--- src/rtl/light_phased.sv ---
// ============================================================================
// Module   : light_phased
// Purpose  : Four-way intersection light, rotating green N->E->S->W with an
//            all-Stop clearance interval between phases.
//            Define LIGHT_ACTUATED_EN for sensor-actuated skip/rest/early-end.
// Revision : 1.0 - initial release
// ============================================================================
`default_nettype none

module light_phased #(
  parameter int GREEN_CYCLES = 64,
  parameter int MIN_GREEN    = 16,
  parameter int CLEAR_CYCLES = 4,
  parameter int CNT_W        = 8
) (
  input  logic        clk,
  input  logic        rst,
  input  logic [7:0]  sensor_light,
  input  logic [29:0] general_sensors,
  output logic [2:0]  outN,
  output logic [2:0]  outS,
  output logic [2:0]  outE,
  output logic [2:0]  outW,
  output logic [29:0] debug_port
);

  localparam logic [2:0]       c_go         = 3'b100;
  localparam logic [2:0]       c_stop       = 3'b000;
  localparam logic [CNT_W-1:0] c_green_last = CNT_W'(GREEN_CYCLES - 1);
  localparam logic [CNT_W-1:0] c_clear_last = CNT_W'(CLEAR_CYCLES - 1);
  localparam logic [CNT_W-1:0] c_one        = CNT_W'(1);

  typedef enum logic [0:0] {
    ST_GREEN = 1'b0,
    ST_CLEAR = 1'b1
  } state_t;

  state_t           r_state;
  logic [1:0]       r_dir;
  logic [CNT_W-1:0] r_timer;
  logic [3:0]       r_req;
  logic [2:0]       r_outN, r_outS, r_outE, r_outW;

  logic             w_green_end;
  logic [1:0]       w_next_dir;
  logic [3:0]       w_req_nxt;
  logic [21:0]      w_timer_ext;

`ifdef LIGHT_ACTUATED_EN
  localparam logic [CNT_W-1:0] c_min_last = CNT_W'(MIN_GREEN - 1);

  // Sensors re-ordered to direction index {W,S,E,N}.
  logic [3:0] w_sens;
  logic [3:0] w_others;
  logic [1:0] w_cand;
  logic       w_unused;

  assign w_sens   = {sensor_light[7], sensor_light[4], sensor_light[5], sensor_light[6]};
  assign w_unused = ^{general_sensors, sensor_light[3:0]};

  always_comb begin
    w_others    = r_req & ~(4'b0001 << r_dir);
    w_green_end = (|w_others) &&
                  (((r_timer >= c_min_last) && !w_sens[r_dir]) || (r_timer == c_green_last));

    // Scan downward so the nearest pending approach is the last one written.
    w_next_dir = r_dir;
    w_cand     = r_dir;
    for (int k = 3; k >= 1; k--) begin
      w_cand = r_dir + 2'(k);
      if (r_req[w_cand]) begin
        w_next_dir = w_cand;
      end
    end

    w_req_nxt = r_req | w_sens;
    if (r_state == ST_GREEN) begin
      w_req_nxt[r_dir] = 1'b0;
    end
    if ((r_state == ST_CLEAR) && (r_timer == c_clear_last)) begin
      w_req_nxt[w_next_dir] = 1'b0;
    end
  end
`else
  localparam int c_unused_min = MIN_GREEN;
  logic w_unused;

  assign w_unused = ^{general_sensors, sensor_light};

  always_comb begin
    w_green_end = (r_timer == c_green_last);
    w_next_dir  = r_dir + 2'd1;
    w_req_nxt   = 4'b0000;
  end
`endif

  always_ff @(posedge clk or posedge rst) begin
    if (rst) begin
      r_state <= ST_GREEN;
      r_dir   <= 2'd0;
      r_timer <= '0;
      r_req   <= 4'b0000;
      r_outN  <= c_go;
      r_outS  <= c_stop;
      r_outE  <= c_stop;
      r_outW  <= c_stop;
    end else begin
      r_req <= w_req_nxt;
      case (r_state)
        ST_GREEN: begin
          if (w_green_end) begin
            r_state <= ST_CLEAR;
            r_timer <= '0;
            r_outN  <= c_stop;
            r_outS  <= c_stop;
            r_outE  <= c_stop;
            r_outW  <= c_stop;
          end else if (r_timer != c_green_last) begin
            // Saturating at the last count is what lets an idle green rest.
            r_timer <= r_timer + c_one;
          end
        end
        ST_CLEAR: begin
          if (r_timer == c_clear_last) begin
            r_state <= ST_GREEN;
            r_dir   <= w_next_dir;
            r_timer <= '0;
            r_outN  <= (w_next_dir == 2'd0) ? c_go : c_stop;
            r_outE  <= (w_next_dir == 2'd1) ? c_go : c_stop;
            r_outS  <= (w_next_dir == 2'd2) ? c_go : c_stop;
            r_outW  <= (w_next_dir == 2'd3) ? c_go : c_stop;
          end else begin
            r_timer <= r_timer + c_one;
          end
        end
        default: begin
          r_state <= ST_GREEN;
        end
      endcase
    end
  end

  assign w_timer_ext = 22'(r_timer);
  assign outN        = r_outN;
  assign outS        = r_outS;
  assign outE        = r_outE;
  assign outW        = r_outW;
  assign debug_port  = {r_dir, (r_state == ST_CLEAR), r_req, 1'b0, w_timer_ext};

endmodule

`default_nettype wire

--- config.mk ---
export PLATFORM = sky130hd
export DESIGN_NAME = light_phased
export DESIGN_NICKNAME = d
export VERILOG_FILES = /design/src/rtl/light_phased.sv
export SDC_FILE = /design/constraint.sdc
export NUM_CORES = 1
export LEC_CHECK = 0
export ABC_AREA = 1
export CAP_MARGIN = 20
export CORE_AREA = 2 2 54 66
export CTS_BUF_LIST = sky130_fd_sc_hd__clkbuf_2
export DETAILED_ROUTE_END_ITERATION = 6
export DIE_AREA = 0 0 56 68
export GPL_TIMING_DRIVEN = 0
export PLACE_DENSITY = 0.79
export RECOVER_POWER = 25
export SLEW_MARGIN = 10
export SYNTH_ARGS = -nofsm -noshare
export SYNTH_HDL_FRONTEND = slang
export SYNTH_SLANG_ARGS = --single-unit
--- constraint.sdc ---
create_clock -name clk -period 1.75 [get_ports clk]
set_clock_uncertainty 0.05 [all_clocks]
set_input_delay 0.175 -clock clk [delete_from_list [all_inputs] [get_ports clk]]
set_output_delay 0.175 -clock clk [all_outputs]
set_load 0.02 [all_outputs]
After elaboration in Yosys (flattened, before gate mapping). Cells that the tools add are included.

Flip-flop bits (word level): 23. Bits of input ports: 40. Output and inout port bits: 42. Word-level logic and storage cells: 42.

$add $sub $neg: 2. Equality and inequality tests: 9. Multiplexer cells: 20. Bitwise operators: 1. Reduce and logical (&&, ||, !) cells: 3.

Operators by type and width (count): two-way mux 3 bit (9); two-way mux 8 bit (3); case mux 3 bit (2 select lines) (4); case mux 8 bit (2 select lines) (1); adder 8 x 1 -> 8 bit (second input constant) (1); == test 8 x 2 -> 1 bit (second input constant) (1); == test 8 x 6 -> 1 bit (second input constant) (1); inequality test 8 x 6 -> 1 bit (second input constant) (1); == test 2 bit (second input constant) (2); AND reduction 2 bit (2); inequality test 3 bit (second input constant) (1); adder 2 x 1 -> 2 bit (second input constant) (1); == test 2 x 1 -> 1 bit (second input constant) (1); zero test 2 bit (1); two-way mux 1 bit (2); inequality test 2 x 1 -> 1 bit (second input constant) (1); inequality test 2 bit (second input constant) (1); case mux 1 bit (2 select lines) (1); NOT 1 bit (1).

Depth between registers and ports, before layout.
Word-level depth: 5. Depth in mapped cells: 7. Mapped depth without buffers: 6.

Worst setup path after synthesis. Ideal clock, no wire load.

Path type: reg-to-reg. Start: register r_timer[0]. End: register r_timer[0]. Library setup time: 129 ps. Arrival time: 1210 ps. Required time: 1571 ps. Setup slack: 360 ps. Cell stages (with the launch flop): 7. Buffers on the path: 0. Clock period less this slack: 1390 ps. Cell sequence: dfrtp_1 > ha_1 > nand2_1 > nor2_1 > nand3_4 > nand2_4 > nor2_1.

Cells in the longest elaborated chain, start to end: 4. Elaborated cells between the ends (all ways): 9. Classes of those cells: add/sub (1); eq/ne (4); mux (4).

RTL lines: start, declared (RTL line 40) `logic [CNT_W-1:0] r_timer;`; start signal, assigned (RTL line 120) `r_timer <= r_timer + c_one;`; start signal, assigned (RTL line 133) `r_timer <= r_timer + c_one;`; adder 8 x 1 -> 8 bit (RTL line 120, 133); two-way mux 8 bit (RTL line 118) `end else if (r_timer != c_green_last) begin`; two-way mux 8 bit (RTL line 111) `if (w_green_end) begin`; case mux 8 bit (2 select lines) (RTL line 109) `case (r_state)`.

Several ways; a longest one is shown, not always the timed one. The select of a mux whose other input is x is not followed. A chain may end at the register's enable or synchronous reset.

Worst setup path after layout.
Start: register r_timer[2]. End: output port debug_port[2].

RTL lines: end, declared (RTL line 24) `output logic [29:0] debug_port`.

No word-level cell between the ends.

==> flow_metrics.tcl <==
set metrics [dict create \
    synth_fa_ha_area_frac 0.06112 \
    cp.buffers_inverters 1 \
    die_x_um 56 \
    required_ns 1.52 \
    total_power_w 0.0006202 \
    avgSynthCellArea_um2 8.459 \
    ys_seq_area_frac 0.3680 \
    finalHoldViolations 0 \
    synth_xor_area_frac 0.03423 \
    synth_top_area_cell "dfrtp_1" \
    worstRegToRegCells 6 \
    min_period_ns 1.642 \
    boundaryPins 82 \
    tns_ns 0 \
    cts_tree "yes" \
    synth_area_mm2 0.001023 \
    cpPeakStageDelay_ns 0.66 \
    crit_path_start_kind "register" \
    wl_per_cell_um 7.789 \
    design.core.area_mm2 0.003223 \
    first_pass_iters 2 \
    die-area_mm2 0.003808 \
    initial_core_util 0.3175 \
    slew-limit-headroom 0.6299 \
    htree_levels 1 \
    gp_congestion 0.7259 \
    synth.area.mux_share 0 \
    ys_warn_count 0 \
    cts_resized 0 \
    r2r_slack_ns 0.38 \
    antenna_found_initial 0 \
    diodes 0 \
    synth_compound_area_frac 0.01467 \
    dr.first_iter.drc_count 5 \
    clkTransAtPathRegs_ns 0.15 \
    fmax_mhz 609.0 \
    drive_above_1_share 0.2515 \
    grt_setup_unrepaired "false" \
    critPathArrivalTime_ns 1.42 \
    clk_path_buf_depth 2 \
    ys_ff_latch 15 \
    cts_inserted_buffers 3 \
    drv_cap 0 \
    synth-simple-area-share 0.2494 \
    grt_max_degree 16 \
    rows 23 \
    hold_path_class "in2async" \
    vias 752 \
    overflow 0 \
    postCtsSetupRepairBufs 0 \
    setup_viol 0 \
    end_kind "output port" \
    io_buffers 16 \
    synth_top_cell_area_share 0.3423 \
    crit_chain "clkdlybuf4s50_1" \
    synth_cells 121 \
    routed_wl_um 1589 \
    p_per_area_mw_per_mm2 460.2 \
    clock_latency_ns 0.27 \
    status "finished clean" \
    viasPerCell 3.686 \
    crit_family "buffers and inverters" \
    grt_pass1_wl_um 2566 \
    die_h_um 68 \
    path_class "reg2out" \
    drcViolationCount 0 \
    grtUsageTotal 0.08673 \
    grt_pass1_vias 622 \
    maxSlewViolCount 0 \
    r2r-end "r_timer[3]$_DFF_PP0_" \
    final_nets 213 \
    dp.final_hpwl_um 1299 \
    synth_top_family_by_area "buffers and inverters" \
    cp_max_fo 7 \
    period_share 0.9383 \
    hold_buffers 0 \
    peakVddDrop_mv 0.2943 \
    cts_sinks 15 \
    tightest_slew_ns 0.5545 \
    syn2layout_area_growth_pct 31.66 \
    total_leakage_power_nw 0.7485 \
    root_buffer "clkbuf_2" \
    worst_r2r_startpoint "r_timer[0]$_DFF_PP0_" \
    final_antenna_net_count 0 \
    synth.area.top_cells "dfrtp_1 (34%), buf_4 (21%), nand3_1 (6.8%)" \
    ys_types 22 \
    crit_path_top_delay_cell "clkdlybuf4s50_1" \
]
==> cell usage in the layout, fill, tap and decap left out, drive strengths merged, types with 3 or more instances in the layout <==
cell type / count
buf: 30
conb: 27
nand2: 20
nand3: 16
clkdlybuf4s50: 15
dfrtp: 14
inv: 13
nor2: 12
ha: 5
clkbuf: 4
xor2: 3
==> through the flow <==
stage                     instance area (um2)  hold WS (ns)  utilization  cells  setup WS (ns)
after detailed placement                 1328        0.4209       0.4119    200         0.3940
after CTS                                1348        0.1901       0.4181    204        0.08422
final                                    1348        0.3092       0.4181    204         0.1080
after global routing                     1348        0.3475       0.4181    204        0.01784
after global placement                   1328        0.4208       0.4119    200         0.3940
after floorplan                          1121       0.02576            -    147         0.3604
==> layout make-up <==
cell class / count / area, um2
fillers: 335 / 1876
flip-flops and latches: 15 / 376.6
multi-input cells: 89 / 469.2
repair buffers: 16 / 160.2
inverters: 13 / 48.80
well taps: 37 / 46.29
plain buffers: 30 / 226.5
clock buffers: 4 / 20.02
==> worst max-delay path by stage <==
stage | start | to | cells after the start
finish | r_timer[2]$_DFF_PP0_ | debug_port[2] | 1
CTS | r_timer[4]$_DFF_PP0_ | debug_port[4] | 1
global route | r_timer[2]$_DFF_PP0_ | debug_port[2] | 1
floorplan | r_timer[0]$_DFF_PP0_ | r_timer[0]$_DFF_PP0_ | 6
detailed placement | r_timer[0]$_DFF_PP0_ | r_timer[3]$_DFF_PP0_ | 6
global placement | r_timer[0]$_DFF_PP0_ | r_timer[3]$_DFF_PP0_ | 6
==> state kept, by name (all words and copies together) (netlist names) <==
| signal | flops |
|---|---|
| r_timer | 8 |
| r_dir | 2 |
| outE | 1 |
| outN | 1 |
| outS | 1 |
| outW | 1 |
| r_state | 1 |
==> logic make-up (layout without fill, tap and decap cells) <==
group,after synthesis,in the layout
other,1,27
adders and majority gates,5,5
buffers and inverters,43,63
xor gates and xnor gates,4,4
DFF,15,15
AOI/OAI and AO/OA,3,3
and+or+nand+nor,50,50
==> report_power, final <==
part | switching (W) | internal (W) | total, W
sequential | 0 | 0.000347 | 0.000347
combinational | 0.0000650 | 0.0000418 | 0.000107
clock | 0.000106 | 0.0000606 | 0.000167
==> metal layers <==
metal / GRT usage / wire length (um)
met1: 0.09028 / 632
met2: 0.1500 / 812
met5: 0 / 0
met3: 0.02647 / 114
met4: 0.06250 / 29
==> cells in the mapped netlist, drive strengths merged <==
| library cell | number |
|---|---|
| a21oi | 1 |
| buf | 30 |
| conb | 1 |
| dfrtp | 14 |
| dfstp | 1 |
| ha | 5 |
| inv | 13 |
| nand2 | 20 |
| nand3 | 16 |
| nand4 | 2 |
| nor2 | 12 |
| o21ai | 2 |
| xnor2 | 1 |
| xor2 | 3 |
Note: power is estimated with default switching activity, not from simulation.
